<file path="src/rtl/halflife_pkg.sv">
// halflife_pkg: shared state encoding, default widths and period substitution for the half-life decay controller
package halflife_pkg;
    localparam int N_DEF  = 4;
    localparam int PW_DEF = 8;
    localparam int EW_DEF = 4;
    typedef enum logic [1:0] {S_IDLE, S_LOAD, S_DECAY, S_DONE} hl_state_t;
    function automatic int period_cycles(input int p, input int pw);
        return (p == 0) ? (1 << pw) : p;
    endfunction
endpackage

</file>
<file path="src/rtl/hl_epoch_timer.sv">
// hl_epoch_timer: epoch tick counter; ports clk, rst (active-low sync), clr, en, period_eff -> tick, at_end (tick reached period_eff-1 or beyond)
module hl_epoch_timer #(
    parameter int PW = 8
) (
    input  logic        clk,
    input  logic        rst,
    input  logic        clr,
    input  logic        en,
    input  logic [PW:0] period_eff,
    output logic [PW:0] tick,
    output logic        at_end
);
    always_ff @(posedge clk)
        if (!rst) tick <= '0;
        else tick <= clr ? '0 : en ? tick + 1'b1 : tick;
    // >= rather than == lets an epoch stretch past the period while pulses remain
    assign at_end = tick >= period_eff - 1'b1;
endmodule

</file>
<file path="src/rtl/halflife_decay_ctrl.sv">
// halflife_decay_ctrl: drives a half-life down-counter; ports clk, rst (active-low sync), start, abort, init, period -> cnt_load, cnt_val, cnt_dec, remaining, epochs, busy, done
module halflife_decay_ctrl
    import halflife_pkg::*;
#(
    parameter int N  = N_DEF,
    parameter int PW = PW_DEF,
    parameter int EW = EW_DEF
) (
    input  logic          clk,
    input  logic          rst,
    input  logic          start,
    input  logic          abort,
    input  logic [N-1:0]  init,
    input  logic [PW-1:0] period,
    output logic          cnt_load,
    output logic [N-1:0]  cnt_val,
    output logic          cnt_dec,
    output logic [N-1:0]  remaining,
    output logic [EW-1:0] epochs,
    output logic          busy,
    output logic          done
);
    hl_state_t    state;
    logic [N-1:0] init_q, dec_left, dec_next, rem_next;
    logic [PW:0]  per_q, tick;
    logic         at_end, epoch_end, go;
    assign cnt_load  = state == S_LOAD;
    assign cnt_dec   = state == S_DECAY && dec_left != '0;
    assign cnt_val   = state == S_IDLE ? '0 : init_q;
    assign busy      = state == S_LOAD || state == S_DECAY;
    assign done      = state == S_DONE;
    assign dec_next  = dec_left - N'(cnt_dec);
    assign rem_next  = remaining - N'(cnt_dec);
    assign epoch_end = state == S_DECAY && at_end && dec_next == '0;
    assign go        = start && !abort && (state == S_IDLE || state == S_DONE);
    hl_epoch_timer #(.PW(PW)) u_timer (
        .clk(clk), .rst(rst), .clr(cnt_load || epoch_end), .en(state == S_DECAY),
        .period_eff(per_q), .tick(tick), .at_end(at_end)
    );
    // remaining mirrors the counter, so a strobe already on the wire is tracked even on an abort cycle
    always_ff @(posedge clk) begin
        if (!rst) begin
            state     <= S_IDLE;
            init_q    <= '0;
            per_q     <= '0;
            dec_left  <= '0;
            remaining <= '0;
            epochs    <= '0;
        end else begin
            if (go) begin
                init_q <= init;
                per_q  <= (PW+1)'(period_cycles(int'(period), PW));
            end
            if (cnt_load) begin
                remaining <= init_q;
                epochs    <= '0;
                dec_left  <= init_q >> 1;
            end else if (cnt_dec) begin
                remaining <= rem_next;
                dec_left  <= dec_next;
            end
            if (epoch_end) begin
                epochs   <= epochs == '1 ? epochs : epochs + 1'b1;
                dec_left <= rem_next >> 1;
            end
            state <= abort && state != S_IDLE ? S_IDLE :
                     go ? S_LOAD :
                     cnt_load ? (init_q <= N'(1) ? S_DONE : S_DECAY) :
                     epoch_end && rem_next <= N'(1) ? S_DONE : state;
        end
    end
endmodule

</file>
<file path="config.mk">
export PLATFORM = sky130hd
export DESIGN_NAME = halflife_decay_ctrl
export DESIGN_NICKNAME = d
export VERILOG_FILES = /design/src/rtl/halflife_pkg.sv /design/src/rtl/hl_epoch_timer.sv /design/src/rtl/halflife_decay_ctrl.sv
export SDC_FILE = /design/constraint.sdc
export NUM_CORES = 1
export LEC_CHECK = 0
export CAP_MARGIN = 5
export CORE_UTILIZATION = 54
export CTS_BUF_LIST = sky130_fd_sc_hd__clkbuf_4
export CTS_CLUSTER_SIZE = 16
export DETAILED_ROUTE_END_ITERATION = 10
export GPL_TIMING_DRIVEN = 1
export PLACE_DENSITY = 0.91
export REMOVE_ABC_BUFFERS = 1
export SYNTH_ARGS = -nofsm -noshare
export SYNTH_HDL_FRONTEND = slang
export SYNTH_SLANG_ARGS = --single-unit
</file>
<file path="constraint.sdc">
create_clock -name clk -period 4.11 [get_ports clk]
set_clock_uncertainty 0.2 [all_clocks]
set_input_delay 0.822 -clock clk [delete_from_list [all_inputs] [get_ports clk]]
set_output_delay 0.822 -clock clk [all_outputs]
set_load 0.02 [all_outputs]
</file>
# Word-level counts from Yosys, hierarchy flattened
# Cells that the tools add are included.
[word_totals] ff_bits=36 out_inout_bits=16 word_cells=63
[classes] add_sub_neg=5 n_lt_le_gt_ge=3 eq_ne=5 mux=14 bitwise_logic=1 reduce_logical=26
[op_table] operator="two-way mux 4 bit" n=6
[op_table] operator="adder 9 x 1 -> 9 bit, second input constant" n=1
[op_table] operator=">= comparator 9 bit" n=1
[op_table] operator="two-way mux 3 bit" n=3
[op_table] operator="two-way mux 9 bit" n=1
[op_table] operator="subtractor 9 x 1 -> 9 bit, second input constant" n=1
[op_table] operator="less-or-equal comparator 4 x 1 -> 1 bit, second input constant" n=2
[op_table] operator="zero test 8 bit" n=1
[op_table] operator="nonzero test 2 bit" n=4
[op_table] operator="subtractor 4 x 1 -> 4 bit" n=2
[op_table] operator="logical AND 1 bit" n=7
[op_table] operator="nonzero test 3 bit" n=2
[op_table] operator="OR reduction 3 bit" n=2
[op_table] operator="adder 4 x 1 -> 4 bit, second input constant" n=1
[op_table] operator="equality test 2 bit, second input constant" n=2
[op_table] operator="equality test 4 bit, second input constant" n=1
[op_table] operator="zero test 4 bit" n=1
[op_table] operator="two-way mux 2 bit" n=2
[op_table] operator="nonzero test 4 bit" n=1
[op_table] operator="OR reduction 2 bit" n=2
[op_table] operator="logical OR 1 bit" n=3
[op_table] operator="equality test 2 x 1 -> 1 bit, second input constant" n=1
[op_table] operator="zero test 2 bit" n=1
[op_table] operator="two-way mux 1 bit" n=2
[op_table] operator="4 further kinds" n=4

# Logic depth before layout (Yosys ltp)
[depth] depth_word=9 ltp_mapped=12

# Cells and area by module
# From an unflattened synthesis, not the netlist that was laid out.
[hier_totals] cells_unflattened=264 hier_area_um2=2134.5
[modules_own_cells] module="halflife_decay_ctrl" instances=1 cells_per_inst=178 area_each_um2=1427.6
[modules_own_cells] module="hl_epoch_timer" instances=1 cells_per_inst=86 area_each_um2=706.9

# Worst setup path after synthesis
# No wires, ideal clock.
[synth_path] path_kind="register to register" from="register state[0]" to="register dec_left[3]" setup_time_ns=0.117 arrival_time_ns=2.760 t_required_ns=3.793 setup_slack_ns=1.033 path_stages_with_launch=13 path_buffers=3 period_less_slack_ns=3.077 path_cell_list="dfxtp_1 -> inv_1 -> ha_1 -> buf_2 -> o41a_1 -> clkbuf_1 -> ha_1 -> nor3b_1 -> xor2_1 -> a2111o_1 -> o21ai_1 -> buf_2 -> nor2_1"
[synth_via] elab_chain_cells=6
[synth_lines] item="start: declaration" line="halflife_decay_ctrl.sv:23" text="hl_state_t state;"
[synth_lines] item="start signal: assignment" line="halflife_decay_ctrl.sv:66" text="state <= abort && state != S_IDLE ? S_IDLE :"
[synth_lines] item="equality test 2 bit (*)" line="halflife_decay_ctrl.sv:28" text="assign cnt_dec = state == S_DECAY && dec_left != '0;"
[synth_lines] item="logical AND 1 bit (*)" line="halflife_decay_ctrl.sv:28"
[synth_lines] item="net cnt_dec" line="halflife_decay_ctrl.sv:17" text="output logic cnt_dec,"
[synth_lines] item="subtractor 4 x 1 -> 4 bit" line="halflife_decay_ctrl.sv:32" text="assign dec_next = dec_left - N'(cnt_dec);"
[synth_lines] item="zero test 4 bit" line="halflife_decay_ctrl.sv:34" text="assign epoch_end = state == S_DECAY && at_end && dec_next == '0;"
[synth_lines] item="logical AND 1 bit" line="halflife_decay_ctrl.sv:34"
[synth_lines] item="OR reduction 3 bit (no line)"
[synth_lines] item="end signal: assignment" line="halflife_decay_ctrl.sv:57" text="dec_left <= init_q >> 1;"
[synth_lines] item="end signal: assignment" line="halflife_decay_ctrl.sv:60" text="dec_left <= dec_next;"
[synth_lines] item="end signal: assignment" line="halflife_decay_ctrl.sv:64" text="dec_left <= rem_next >> 1;"
[synth_lines] item="end: declaration" line="halflife_decay_ctrl.sv:24" text="logic [N-1:0] init_q, dec_left, dec_next, rem_next;"
# Mark *: on every way through the listed nets, which the timed path passes. The rest lies on a longest branch.
# A chain may end at the register's enable or synchronous reset.

# Worst setup path after layout
[layout_path] from="register state[0]" to="register epochs[0]"
[layout_via] elab_chain_cells=7
[layout_lines] item="equality test 2 bit" line="halflife_decay_ctrl.sv:28, halflife_decay_ctrl.sv:34"
[layout_lines] item="logical AND 1 bit" line="halflife_decay_ctrl.sv:28"
[layout_lines] item="subtractor 4 x 1 -> 4 bit" line="halflife_decay_ctrl.sv:32"
[layout_lines] item="zero test 4 bit" line="halflife_decay_ctrl.sv:34"
[layout_lines] item="logical AND 1 bit" line="halflife_decay_ctrl.sv:34"
[layout_lines] item="!= test 2 bit (no line) or nonzero test 2 bit (tied branches)"
[layout_lines] item="AND reduction 2 bit (no line)"
[layout_lines] item="end signal: assignment" line="halflife_decay_ctrl.sv:63" text="epochs <= epochs == '1 ? epochs : epochs + 1'b1;"
[layout_lines] item="end: declaration" line="halflife_decay_ctrl.sv:19" text="output logic [EW-1:0] epochs,"
# Several ways; a longest one is shown, not always the timed one.

==> flow_metrics.env <==
export IMPL_grt_pass1_wl_mm=7.845
export IMPL_crit_type="flop to flop"
export IMPL_port_buffer_count=31
export IMPL_ys_seq_area_frac=0.3368
export IMPL_timing_fmax_mhz=289.5
export IMPL_fin_crit_sh=0.8404
export IMPL_min_delay_path_class="flop to flop"
export IMPL_antenna_found_initial=0
export IMPL_fin_area_um2=2530
export IMPL_clk_latency_ns=0.35
export IMPL_synth_simple_area_share=0.2193
export IMPL_hold_viol_final=0
export IMPL_die_y_um=64.95
export IMPL_netlist_area_leader_share=0.3368
export IMPL_slowest_stage="o21ai_1"
export IMPL_start_kind="flop"
export IMPL_clkSlewWorstSetupHoldPaths_ns=0.11
export IMPL_cts_root_buf="clkbuf_4"
export IMPL_core_um2=3744
export IMPL_cts_setup_buffers=0
export IMPL_yosysUniqueCellTypes=44
export IMPL_overflow=0
export IMPL_initial_core_util=0.5715
export IMPL_area_delta_synth_final_pct=18.25
export IMPL_slew_headroom=0.5555
export IMPL_cts_hold_fix_buffers=0
export IMPL_finalMaxSlewViolations=0
export IMPL_die_area_um2=4218
export IMPL_outcome="finished clean"
export IMPL_yosys_top_cells_area="dfxtp_1 34%, ha_1 12%, nand2_1 6.5%"
export IMPL_cts_htree_levels=2
export IMPL_tns_ns=0
export IMPL_maxCapViolCount=0
export IMPL_worstPathMaxFanout=13
export IMPL_cp_end_kind="flop"
export IMPL_crit_top_cell="ha_1"
export IMPL_synthesis_area_um2=2140
export IMPL_fill_cells=333
export IMPL_p_leak_nw=1.015
export IMPL_wl_per_cell_um=13.42
export IMPL_cp_slowest_stage_delay_ns=0.57
export IMPL_synth_mux_area_frac=0.004678
export IMPL_fin_ws_ns=0.6559
export IMPL_worstPathArrival_ns=3.47
export IMPL_syn_avg_cell_area_um2=8.166
export IMPL_ys_ff_latch=36
export IMPL_ant_nets=0
export IMPL_row_count=22
export IMPL_cts_tree="built"
export IMPL_totalWireLength_mm=4.563
export IMPL_ir_drop_v=0.0002766
export IMPL_first_iter_violations=109
export IMPL_final_nets=327
export IMPL_yosys_area_top_type="dfxtp_1"
export IMPL_clkSinkCount=36
export IMPL_worstMarginPinSlew_ns=0.6623
export IMPL_grt_pass1_vias=1717
export IMPL_ctsResizeCount=0
export IMPL_synth_xor_area_share=0.08596
export IMPL_drive_gt1_frac=0.04452
export IMPL_yosysWarningCount=0
export IMPL_p_per_area_nw_per_um2=398.4
export IMPL_synth_compound_area_frac=0.1772
export IMPL_synth_top_family_by_area="simple AND/OR/NAND/NOR gates"
export IMPL_placedInstanceArea_um2=2474
export IMPL_io_pins=32
export IMPL_dp_hpwl_mm=3.496
export IMPL_grt_max_degree=21
export IMPL_viasPerCell=5.626
export IMPL_gp_congestion=0.8294
export IMPL_first_pass_iters=4
export IMPL_drc=0
export IMPL_grt_usage=0.2402
export IMPL_final_setup_viol_count=0
export IMPL_cts_buffer_depth=2
export IMPL_required_ns=4.12
export IMPL_period_needed_ns=3.454
export IMPL_yosys_most_used_dff="dfxtp_1"
export IMPL_antennaDiodeCount=0
export IMPL_cts_buffers=5
export IMPL_synthAdderAreaFrac=0.1170
export IMPL_vias=1913
export IMPL_synth_edf_count=0
export IMPL_cp_cell_sequence="inv_1 > ha_1 > o41a_1 > ha_1 > nor3b_1 > xor2_1 > a2111o_1 > o21ai_1 > o211ai_1"
export IMPL_post_place_ws_ns=0.6824
export IMPL_die_w_um=64.95
export IMPL_synth_cells=262
export IMPL_fin_hold_ws_ns=0.2785
export IMPL_ys_async_sr_fraction=0
export IMPL_rsz0062_at_grt="no"
[worst max-delay path, delay by kind of cell (launching register included)]
family / cells / cell delay (ns)
AND/OR/NAND/NOR: 1 / 0.23
AO/OA/AOI/OAI: 4 / 1.71
flip-flops: 1 / 0.36
adder cells (fa/ha/maj): 2 / 0.59
buffers and inverters: 1 / 0.09
XOR/XNOR: 1 / 0.15
[metal layers]
metal  vias to the layer above  GRT usage  share of wire
li1                        975          -              -
met1                       886     0.3067           0.47
met2                        45     0.3958           0.48
met3                         7    0.05282          0.041
met4                         0    0.08056          0.014
met5                         -          0              0
[cell usage after synthesis, types with 2 or more instances]
| cell type | instances |
|---|---|
| nor2b_1 | 5 |
| buf_2 | 2 |
| a211oi_1 | 6 |
| clkbuf_1 | 7 |
| a31oi_1 | 4 |
| nor2_1 | 22 |
| a221oi_1 | 2 |
| a221o_1 | 2 |
| xnor2_1 | 7 |
| ha_1 | 20 |
| nand3_1 | 5 |
| nor3_1 | 8 |
| nand4_1 | 6 |
| a22oi_1 | 2 |
| dfxtp_1 | 36 |
| nor4_1 | 3 |
| xor2_1 | 14 |
| inv_1 | 18 |
| and2_1 | 2 |
| nand2_1 | 37 |
| o21ai_0 | 3 |
| and3_1 | 7 |
| nor3b_1 | 2 |
| a21oi_1 | 20 |
| o21ai_1 | 3 |
[power by group]
group	switching (mW)	internal [mW]	total (mW)
clock	0.114	0.0789	0.193
sequential	0.0399	0.383	0.423
combinational	0.218	0.174	0.392
total	0.372	0.636	1.01
[kinds of logic (layout without fill, tap and decap cells)]
kind of cell / count (synthesis) / after routing
simple gates: 100 / 100
mux: 1 / 1
xor+xnor: 21 / 21
compound gates: 54 / 54
buf+inv: 30 / 60
flops: 36 / 36
fa+ha+maj: 20 / 20
[state kept, by name (all words and copies together), names as in the netlist]
register	count
per_q	9
u_timer.tick	9
dec_left	4
epochs	4
init_q	4
remaining	4
state	2
[area by class of cell]
cell class	count	area (µm²)	share of cell area
multi-input combinational	196	1292	0.5109
clock buffer	7	52.55	0.02077
tap	48	60.06	0.02374
clock inverter	1	3.754	0.001484
timing repair buffer	34	332.8	0.1316
sequential	36	720.7	0.2849
inverter	18	67.56	0.02671
[metrics by stage]
stage | power, mW | cells | util
3_3_place_gp | 0.8052 | 332 | 0.6608
4_1_cts | 1.007 | 340 | 0.6758
2_1_floorplan | 0.6959 | 250 | -
6_report | 1.008 | 340 | 0.6758
5_1_grt | 1.077 | 340 | 0.6758
3_5_place_dp | 0.8183 | 332 | 0.6608
[path summary, 6_finish.rpt]
| path | start | to | slack [ns] | depth (start not counted) |
|---|---|---|---|---|
| setup / recovery | state[0]$_SDFFE_PP0P_ | epochs[0]$_SDFFE_PN0P_ | 0.66 | 9 |
| hold / removal | init_q[0]$_SDFFE_PN0P_ | init_q[0]$_SDFFE_PN0P_ | 0.28 | 2 |
| setup reg to reg | state[0]$_SDFFE_PP0P_ | epochs[0]$_SDFFE_PN0P_ | 0.66 | 9 |
| hold reg to reg | init_q[0]$_SDFFE_PN0P_ | init_q[0]$_SDFFE_PN0P_ | 0.28 | 2 |
[placed cells by master (no fill, tap or decap), types with 2 or more instances in the layout]
| master | n |
|---|---|
| a211oi_1 | 6 |
| a21oi_1 | 20 |
| a221o_1 | 2 |
| a221oi_1 | 2 |
| a22oi_1 | 2 |
| a31oi_1 | 4 |
| and2_1 | 2 |
| and3_1 | 7 |
| buf_4 | 3 |
| clkbuf_4 | 7 |
| clkdlybuf4s50_1 | 31 |
| dfxtp_1 | 36 |
| ha_1 | 20 |
| inv_1 | 18 |
| nand2_1 | 37 |
| nand3_1 | 5 |
| nand4_1 | 6 |
| nor2_1 | 22 |
| nor2b_1 | 5 |
| nor3_1 | 8 |
| nor3b_1 | 2 |
| nor4_1 | 3 |
| o21ai_0 | 3 |
| o21ai_1 | 3 |
| xnor2_1 | 7 |
| xor2_1 | 14 |
No activity file was read; power rests on OpenSTA's default activity.
